`config.mk`:
```
export PLATFORM = sky130hd
export DESIGN_NAME = adder_arbiter
export DESIGN_NICKNAME = d
export VERILOG_FILES = /design/src/rtl/adder_arbiter.sv
export SDC_FILE = /design/constraint.sdc
export NUM_CORES = 1
export LEC_CHECK = 0
export ABC_CLOCK_PERIOD_IN_PS = 2100
export CAP_MARGIN = 20
export CORE_ASPECT_RATIO = 2
export CORE_MARGIN = 1.5
export CORE_UTILIZATION = 43
export DETAILED_ROUTE_END_ITERATION = 10
export PLACE_DENSITY = 0.79
export SYNTH_ARGS = -nofsm -noshare
export SYNTH_HDL_FRONTEND = slang
export SYNTH_SLANG_ARGS = --single-unit
```
`constraint.sdc`:
```
create_clock -name clk -period 2.1 [get_ports clk]
set_clock_uncertainty 0.15 [all_clocks]
set_input_delay 0.63 -clock clk [delete_from_list [all_inputs] [get_ports clk]]
set_output_delay 0.63 -clock clk [all_outputs]
set_load 0.03 [all_outputs]
```
`src/rtl/adder_arbiter.sv`:
```
// adder_arbiter: round-robin arbiter that shares one carry-lookahead adder
// among NUMREQ requesters. Each transaction takes two cycles. In IDLE the
// block grants a requester and latches its operands. In EXEC it registers the
// (NUMBITS+1)-bit sum and tags the result with the requester index.

// Carry-lookahead adder. Every carry is the flat sum-of-products of the
// generate/propagate terms, so no carry ripples through the earlier bits.
module nBitCarryLookAheadAdder #(
    parameter int NUMBITS = 4
) (
    input  logic [NUMBITS-1:0] a_in,
    input  logic [NUMBITS-1:0] b_in,
    input  logic               c_in,
    output logic [NUMBITS-1:0] s_out,
    output logic               c_out
);

    logic [NUMBITS-1:0] gen_s;
    logic [NUMBITS-1:0] prop_s;
    logic [NUMBITS:0]   carry_s;

    assign gen_s      = a_in & b_in;
    assign prop_s     = a_in ^ b_in;
    assign carry_s[0] = c_in;

    // Carry i+1 is set when some bit j <= i generates a carry and every bit
    // above j up to i propagates it. It is also set when all bits 0..i
    // propagate the carry-in.
    for (genvar i = 0; i < NUMBITS; i++) begin : g_carry
        logic [i+1:0] term_s;
        for (genvar j = 0; j <= i; j++) begin : g_term
            if (j == i) begin : g_own
                assign term_s[j] = gen_s[j];
            end else begin : g_prop
                assign term_s[j] = gen_s[j] & (&prop_s[i:j+1]);
            end
        end
        assign term_s[i+1]  = (&prop_s[i:0]) & c_in;
        assign carry_s[i+1] = |term_s;
    end

    assign s_out = prop_s ^ carry_s[NUMBITS-1:0];
    assign c_out = carry_s[NUMBITS];

endmodule

// Top level: arbitration FSM, operand registers, shared adder and result
// registers.
module adder_arbiter #(
    parameter  int NUMBITS = 4,
    parameter  int NUMREQ  = 4,
    localparam int IDW     = $clog2(NUMREQ)
) (
    input  logic                      clk,
    input  logic                      reset_n,
    input  logic [NUMREQ-1:0]         req_in,
    input  logic [NUMREQ*NUMBITS-1:0] a_in,
    input  logic [NUMREQ*NUMBITS-1:0] b_in,
    input  logic [NUMREQ-1:0]         c_in,
    output logic [NUMREQ-1:0]         gnt_out,
    output logic [NUMBITS-1:0]        s_out,
    output logic                      c_out,
    output logic                      valid_out,
    output logic [IDW-1:0]            id_out
);

    typedef enum logic {
        ST_IDLE = 1'b0,
        ST_EXEC = 1'b1
    } state_t;

    state_t               state_q, state_d;
    logic [IDW-1:0]       ptr_q, ptr_d;
    logic [NUMBITS-1:0]   op_a_q, op_a_d;
    logic [NUMBITS-1:0]   op_b_q, op_b_d;
    logic                 op_c_q, op_c_d;
    logic [IDW-1:0]       win_id_q, win_id_d;
    logic [NUMREQ-1:0]    gnt_q, gnt_d;
    logic [NUMBITS-1:0]   sum_q, sum_d;
    logic                 cout_q, cout_d;
    logic                 valid_q, valid_d;
    logic [IDW-1:0]       id_q, id_d;

    logic [NUMBITS-1:0]   a_arr_s [NUMREQ];
    logic [NUMBITS-1:0]   b_arr_s [NUMREQ];
    logic                 found_s;
    logic [IDW-1:0]       win_s;
    int                   cand_s;
    int                   probe_s;
    logic [NUMBITS-1:0]   add_sum_s;
    logic                 add_cout_s;

    // Split the packed operand buses into per-requester lanes.
    for (genvar r = 0; r < NUMREQ; r++) begin : g_lane
        assign a_arr_s[r] = a_in[r*NUMBITS +: NUMBITS];
        assign b_arr_s[r] = b_in[r*NUMBITS +: NUMBITS];
    end

    // The only adder in the block. It is fed from the operand registers, so
    // the timing path is operand registers -> adder -> result registers.
    nBitCarryLookAheadAdder #(
        .NUMBITS (NUMBITS)
    ) u_adder (
        .a_in  (op_a_q),
        .b_in  (op_b_q),
        .c_in  (op_c_q),
        .s_out (add_sum_s),
        .c_out (add_cout_s)
    );

    // Round-robin search: scan from ptr upward and wrap around. The first
    // request found wins.
    always_comb begin
        found_s = 1'b0;
        win_s   = {IDW{1'b0}};
        cand_s  = 0;
        probe_s = 0;
        for (int k = 0; k < NUMREQ; k++) begin
            probe_s = int'(ptr_q) + k;
            cand_s  = (probe_s >= NUMREQ) ? (probe_s - NUMREQ) : probe_s;
            if (!found_s && req_in[cand_s]) begin
                found_s = 1'b1;
                win_s   = IDW'(cand_s);
            end else begin
                found_s = found_s;
            end
        end
    end

    // Next-state logic. IDLE grants and latches operands. EXEC captures the
    // sum and ignores req_in.
    always_comb begin
        state_d  = state_q;
        ptr_d    = ptr_q;
        op_a_d   = op_a_q;
        op_b_d   = op_b_q;
        op_c_d   = op_c_q;
        win_id_d = win_id_q;
        gnt_d    = {NUMREQ{1'b0}};
        sum_d    = sum_q;
        cout_d   = cout_q;
        valid_d  = 1'b0;
        id_d     = id_q;
        case (state_q)
            ST_IDLE: begin
                if (found_s) begin
                    op_a_d   = a_arr_s[win_s];
                    op_b_d   = b_arr_s[win_s];
                    op_c_d   = c_in[win_s];
                    gnt_d    = {{(NUMREQ-1){1'b0}}, 1'b1} << win_s;
                    ptr_d    = (win_s == IDW'(NUMREQ - 1)) ? {IDW{1'b0}}
                                                           : (win_s + IDW'(1'b1));
                    win_id_d = win_s;
                    state_d  = ST_EXEC;
                end else begin
                    state_d  = ST_IDLE;
                end
            end
            ST_EXEC: begin
                sum_d   = add_sum_s;
                cout_d  = add_cout_s;
                id_d    = win_id_q;
                valid_d = 1'b1;
                state_d = ST_IDLE;
            end
            default: begin
                state_d = ST_IDLE;
            end
        endcase
    end

    // State and output registers. An asynchronous reset clears everything,
    // which also drops any transaction that is in flight.
    always_ff @(posedge clk or negedge reset_n) begin
        if (!reset_n) begin
            state_q  <= ST_IDLE;
            ptr_q    <= {IDW{1'b0}};
            op_a_q   <= {NUMBITS{1'b0}};
            op_b_q   <= {NUMBITS{1'b0}};
            op_c_q   <= 1'b0;
            win_id_q <= {IDW{1'b0}};
            gnt_q    <= {NUMREQ{1'b0}};
            sum_q    <= {NUMBITS{1'b0}};
            cout_q   <= 1'b0;
            valid_q  <= 1'b0;
            id_q     <= {IDW{1'b0}};
        end else begin
            state_q  <= state_d;
            ptr_q    <= ptr_d;
            op_a_q   <= op_a_d;
            op_b_q   <= op_b_d;
            op_c_q   <= op_c_d;
            win_id_q <= win_id_d;
            gnt_q    <= gnt_d;
            sum_q    <= sum_d;
            cout_q   <= cout_d;
            valid_q  <= valid_d;
            id_q     <= id_d;
        end
    end

    assign gnt_out   = gnt_q;
    assign s_out     = sum_q;
    assign c_out     = cout_q;
    assign valid_out = valid_q;
    assign id_out    = id_q;

endmodule
```
After elaboration in Yosys (flattened, before gate mapping)
Index checks and enable logic that the tools add are counted.

storage, ports and cells
  memory bits (read-only) = 0
  bits in writable memories = 0
  word-level logic and storage cells = 101
  bits in registers = 26
  memories kept = 0
  bits in latches = 0

operators by class
  equal/unequal tests = 1
  shift operators = 1
  muxes and demuxes = 38
  bitwise operators = 15
  add/sub/neg operators = 8
  reductions and logical operators = 17
  order comparisons = 10
  divide/modulo/power cells = 0
  multiply operators = 0

operators with widths
  cell                 count
  $lt 32x4->1 const B  4
  $mux 32              4
  $mux 4               6
  $bmux 4 s2           2
  $mux 1               15
  $ge 3x3->1 const B   4
  $sub 3x3->4 const B  3
  $and 1x1->1          10
  $bmux 1 s2           5
  $mux 2               5
  $reduce_and 2->1     4
  $xor 4x4->4          2
  $add 2x2->3 const B  2
  $reduce_and 3->1     2
  $reduce_or 5->1      1
  $and 4x4->4          1
  $reduce_and 4->1     1
  $reduce_or 4->1      1
  $shl 1x2->4 const A  1
  $sub 2x3->4 const B  1
  $add 2x1->3 const B  1
  $ge 2x3->1 const B   1
  $logic_and 1x1->1    3
  $logic_not 1->1      3
  8 further kinds      8

Longest topological paths before layout
  word-level depth = 19
  mapped depth = 8

Hierarchy
From an unflattened synthesis, not the netlist that was laid out.

unflattened totals
  cell total of the unflattened synthesis = 145
  area total of the unflattened synthesis = 1559.0 um^2

modules (own cells, without submodules)
  module                   cells an instance  instances  area an instance (um^2)
  adder_arbiter            128                1          1411.4
  nBitCarryLookAheadAdder  17                 1          147.6

Least setup slack after synthesis
No wires, ideal clock.

  path type = input to register
  from = input req_in[2]
  to = register ptr_q[1]
  setup slack = 0.044 ns
  arrival time = 1.790 ns
  data required time = 1.834 ns
  stages = 8
  cell sequence = nor2b_4 -> a21o_1 -> a211o_1 -> buf_6 -> inv_1 -> ha_1 -> nand2_1 -> nand2_1

between the ends
  word-level cells in the longest chain between the ends = 15
  elaborated cells on any way between the ends = 30

ends and longest elaborated chain
  element                                           RTL line  text
  start, declared                                   56        input logic [NUMREQ-1:0] req_in,
  $bmux 1 s2                                        121       if (!found_s && req_in[cand_s]) begin
  $mux 1 (not written as such) (2 in series)        121
  $mux 1                                            121
  $logic_not 1->1                                   121
  $logic_and 1x1->1                                 121
  $mux 1                                            121
  $logic_not 1->1                                   121
  $logic_and 1x1->1                                 121
  $mux 1                                            121
  $logic_not 1->1                                   121
  $logic_and 1x1->1                                 121
  $mux 2                                            121
  $add 2x1->2 / $eq 2x2->1 (equally long branches)  152, 151
  $mux 2                                            151       ptr_d = (win_s == IDW'(NUMREQ - 1)) ? {IDW{1'b0}}
  end signal, assigned                              177       ptr_q <= {IDW{1'b0}};
  end signal, assigned                              189       ptr_q <= ptr_d;
  end, declared                                     73        logic [IDW-1:0] ptr_q, ptr_d;

Parallel ways exist; a longest one is shown, timed or not. The select of a mux whose other input is x is not followed.
A chain may end at the register's enable or synchronous reset.

Final worst setup path
  from = register sum_q[2], in the netlist s_out[2]
  to = output s_out[2]

RTL lines
  element                 RTL line  text
  start, declared         79        logic [NUMBITS-1:0] sum_q, sum_d;
  start signal, assigned  183       sum_q <= {NUMBITS{1'b0}};
  start signal, assigned  195       sum_q <= sum_d;
  end, declared           61        output logic [NUMBITS-1:0] s_out,

No word-level cell between the ends.

==> metrics.md <==
| Metric | Value |
|---|---|
| Vias in the first global route | 1275 |
| Area growth, synth to finish | 55.2% |
| Initial antenna violation count | 0 |
| CTS clock-pin slew for the worst setup and hold paths | 90 ps |
| Placed Cells | 214 |
| Total GRT Usage | 20.4% |
| CTS Buf Count | 3 |
| Root Driver | clkbuf_8 |
| CTS Hold Buffers Added | 0 |
| Via density | 5.37 |
| Final Max Tran Viols | 0 |
| Starting Density | 44.3% |
| GP Congestion | 0.743 |
| I/O pin total | 54 |
| Synth area leaders | dfrtp_1 (47%), mux2i_1 (14%), o221ai_1 (5.7%) |
| Total gr overflow | 0 |
| Final Cycle Share | 98.2% |
| Worst Setup End Kind | output pin |
| Via count | 1175 |
| Final WL | 3310 µm |
| Register area share after synthesis | 47.1% |
| Crit path required time | 1320 ps |
| Post-Syn Area | 1380 µm² |
| PD cells | 1330 nW/µm² |
| Share of cells above drive strength 1 | 14.4% |
| Most frequent cells in the layout | clkdlybuf4s50_1 (43), dfrtp_1 (26), mux2i_1 (19) |
| Synth Warn # | 0 |
| Min cycle time layout | 2060 ps |
| Critical-path top delay cell | clkdlybuf4s50_1 |
| Critical path type | flip-flop to output pin |
| F_max | 485 MHz |
| Post-route DRC violation count | 0 |
| Buf/Inv on CP | 1 |
| FF+latch count, synth | 26 |
| Worst skew pair latency | 270 ps |
| Worst setup SP type | flip-flop |
| Dpl cell area | 2020 µm² |
| Critical path data arrival time | 1280 ps |
| Synth area leader | dfrtp_1 |
| Status | finished clean |
| Dpl hpwl | 2420 µm |
| RSZ-0062 raised after global routing | false |
| Area of the die | 3580 µm² |
| Final net count | 237 |
| Syn avg cell area | 11.1 µm² |
| Mapped Cells | 125 |
| Final hold violations | 0 |
| Top delay family on crit path | buffers and inverters |
| Worst Path Max Fanout | 2 |
| Post-synth EDFFs | 0 |
| Peak VDD IR | 0.698 mV |
| Core ar. | 3120 µm² |
| # clock sinks | 26 |
| H-tree depth reported by CTS | 1 |
| Type of the tightest min-delay check | flip-flop to flip-flop |
| Non-filler cells, final | 219 |
| Slowest Stage Delay on Critical Path | 660 ps |
| Commonest non-fill, non-tap cell in the layout | clkdlybuf4s50_1 |
| Setup-failing EPs final | 0 |
| CTS tree | done |
| Setup bufs post-CTS | 0 |
| Clk buf depth | 2 |
| Post-route setup slack | 37.6 ps |
| Average wire per standard cell | 15.1 µm |
| Site Rows | 29 |
| Post-Syn Nets | 173 |
| Routed Antenna Nets | 0 |
| Worst relative slew slack | 76.5% |
| Post-Route Utilization | 68.7% |
| Setup Total Neg Slack | 0 ps |
| DIE HEIGHT | 83.2 µm |
| Top_reg_cell synth | dfrtp_1 |
| First-pass GRT wire length | 5660 µm |
| Finished Cell Area | 2140 µm² |
| Pre-CTS setup slack | -407 ps |
| 1st-iter DRT viols | 19 |
| Crit path cell chain | clkdlybuf4s50_1 |
| Drt pass-1 iters | 3 |
| ANT cells | 0 |
| Largest net degree at the start of global routing | 27 |
| Static leakage | 0.00108 µW |
| # fillers | 247 |
| Least-Margin Pin Slew | 352 ps |
| Die W | 43.1 µm |
| Synth unique cells | 27 |
| Yosys top cell area share | 47.1% |
| Port Buffers | 53 |
| Async SR Flop Fraction | 100% |
| Reg area | 651 µm² |
| Area of the multi-input gates | 673 µm² |
| Max-Cap Viols | 0 |
-- path summary, 6_finish.rpt --
check,slack (ps),startpoint,endpoint,cells past startpoint
max,40,s_out[2],s_out[2],1
min,340,win_id_q[0],win_id_q[0],2
max reg2reg,140,op_b_q[0],s_out[3],6
min reg2reg,340,win_id_q[0],win_id_q[0],2
max in group asynchronous,980,reset_n,op_a_q[3],2
min in group asynchronous,560,reset_n,gnt_out[3],2
-- synth_stat cells (all sizes together), types with 2 or more instances --
| master | n |
|---|---|
| o221ai | 9 |
| nor2b | 2 |
| nor2 | 5 |
| nand2b | 2 |
| clkbuf | 2 |
| dfrtp | 26 |
| mux2i | 19 |
| mux2 | 5 |
| a21oi | 5 |
| xnor2 | 2 |
| inv | 9 |
| buf | 4 |
| nand2 | 18 |
| ha | 5 |
| a21o | 3 |
-- registers in the layout, indices dropped and copies added (netlist names) --
register / flops
s_out: 4
valid_out: 1
c_out: 1
ptr_q: 2
gnt_out: 4
op_c_q: 1
state_q: 1
op_b_q: 4
op_a_q: 4
id_out: 2
win_id_q: 2
-- cell type report --
type / instances / share of cell area (%)
clock inverters: 1 / 1.40
inverters: 9 / 1.58
flip-flops and latches: 26 / 30.4
repair buffers: 65 / 31.5
multi-input cells: 84 / 31.4
clock buffers: 3 / 1.93
well taps: 31 / 1.81
-- cell families after synthesis --
family,count (synthesis),synth area share (%)
buffers and inverters,15,5.34
flip-flops,26,47.1
AO/OA/AOI/OAI,22,12.4
XOR/XNOR,3,1.90
adder cells (fa/ha/maj),6,5.98
multiplexers,24,17.8
AND/OR/NAND/NOR,29,9.42
-- metal layers --
metal | vias up | GRT usage [%] | share of wire (%)
met3 | 7 | 1.09 | 3.4
met4 | 0 | 9.64 | 2.6
met5 | - | 0 | 0
met2 | 36 | 37.3 | 59
met1 | 569 | 22.8 | 35
li1 | 563 | - | -
-- timing repair --
action / 4_1_cts / 5_1_grt
setup endpoints to repair: 13 / 5
gates cloned: 1 / 0
pin swaps: 3 / 0
hold endpoints to repair: 0 / 0
resized for setup: 10 / 5
-- per-stage QoR --
step                      hold slack [ps]  total power [µW]
after floorplan                       184              1830
after global placement                308              2300
after detailed placement              324              2370
after CTS                             346              2870
after global routing                  381              3040
final                                 344              2840
-- power by group --
part           switching [µW]  internal [µW]
clock network             164            255
registers                 154            724
logic                     745            802
total                    1060           1780
No activity file was read; power rests on OpenSTA's default activity.
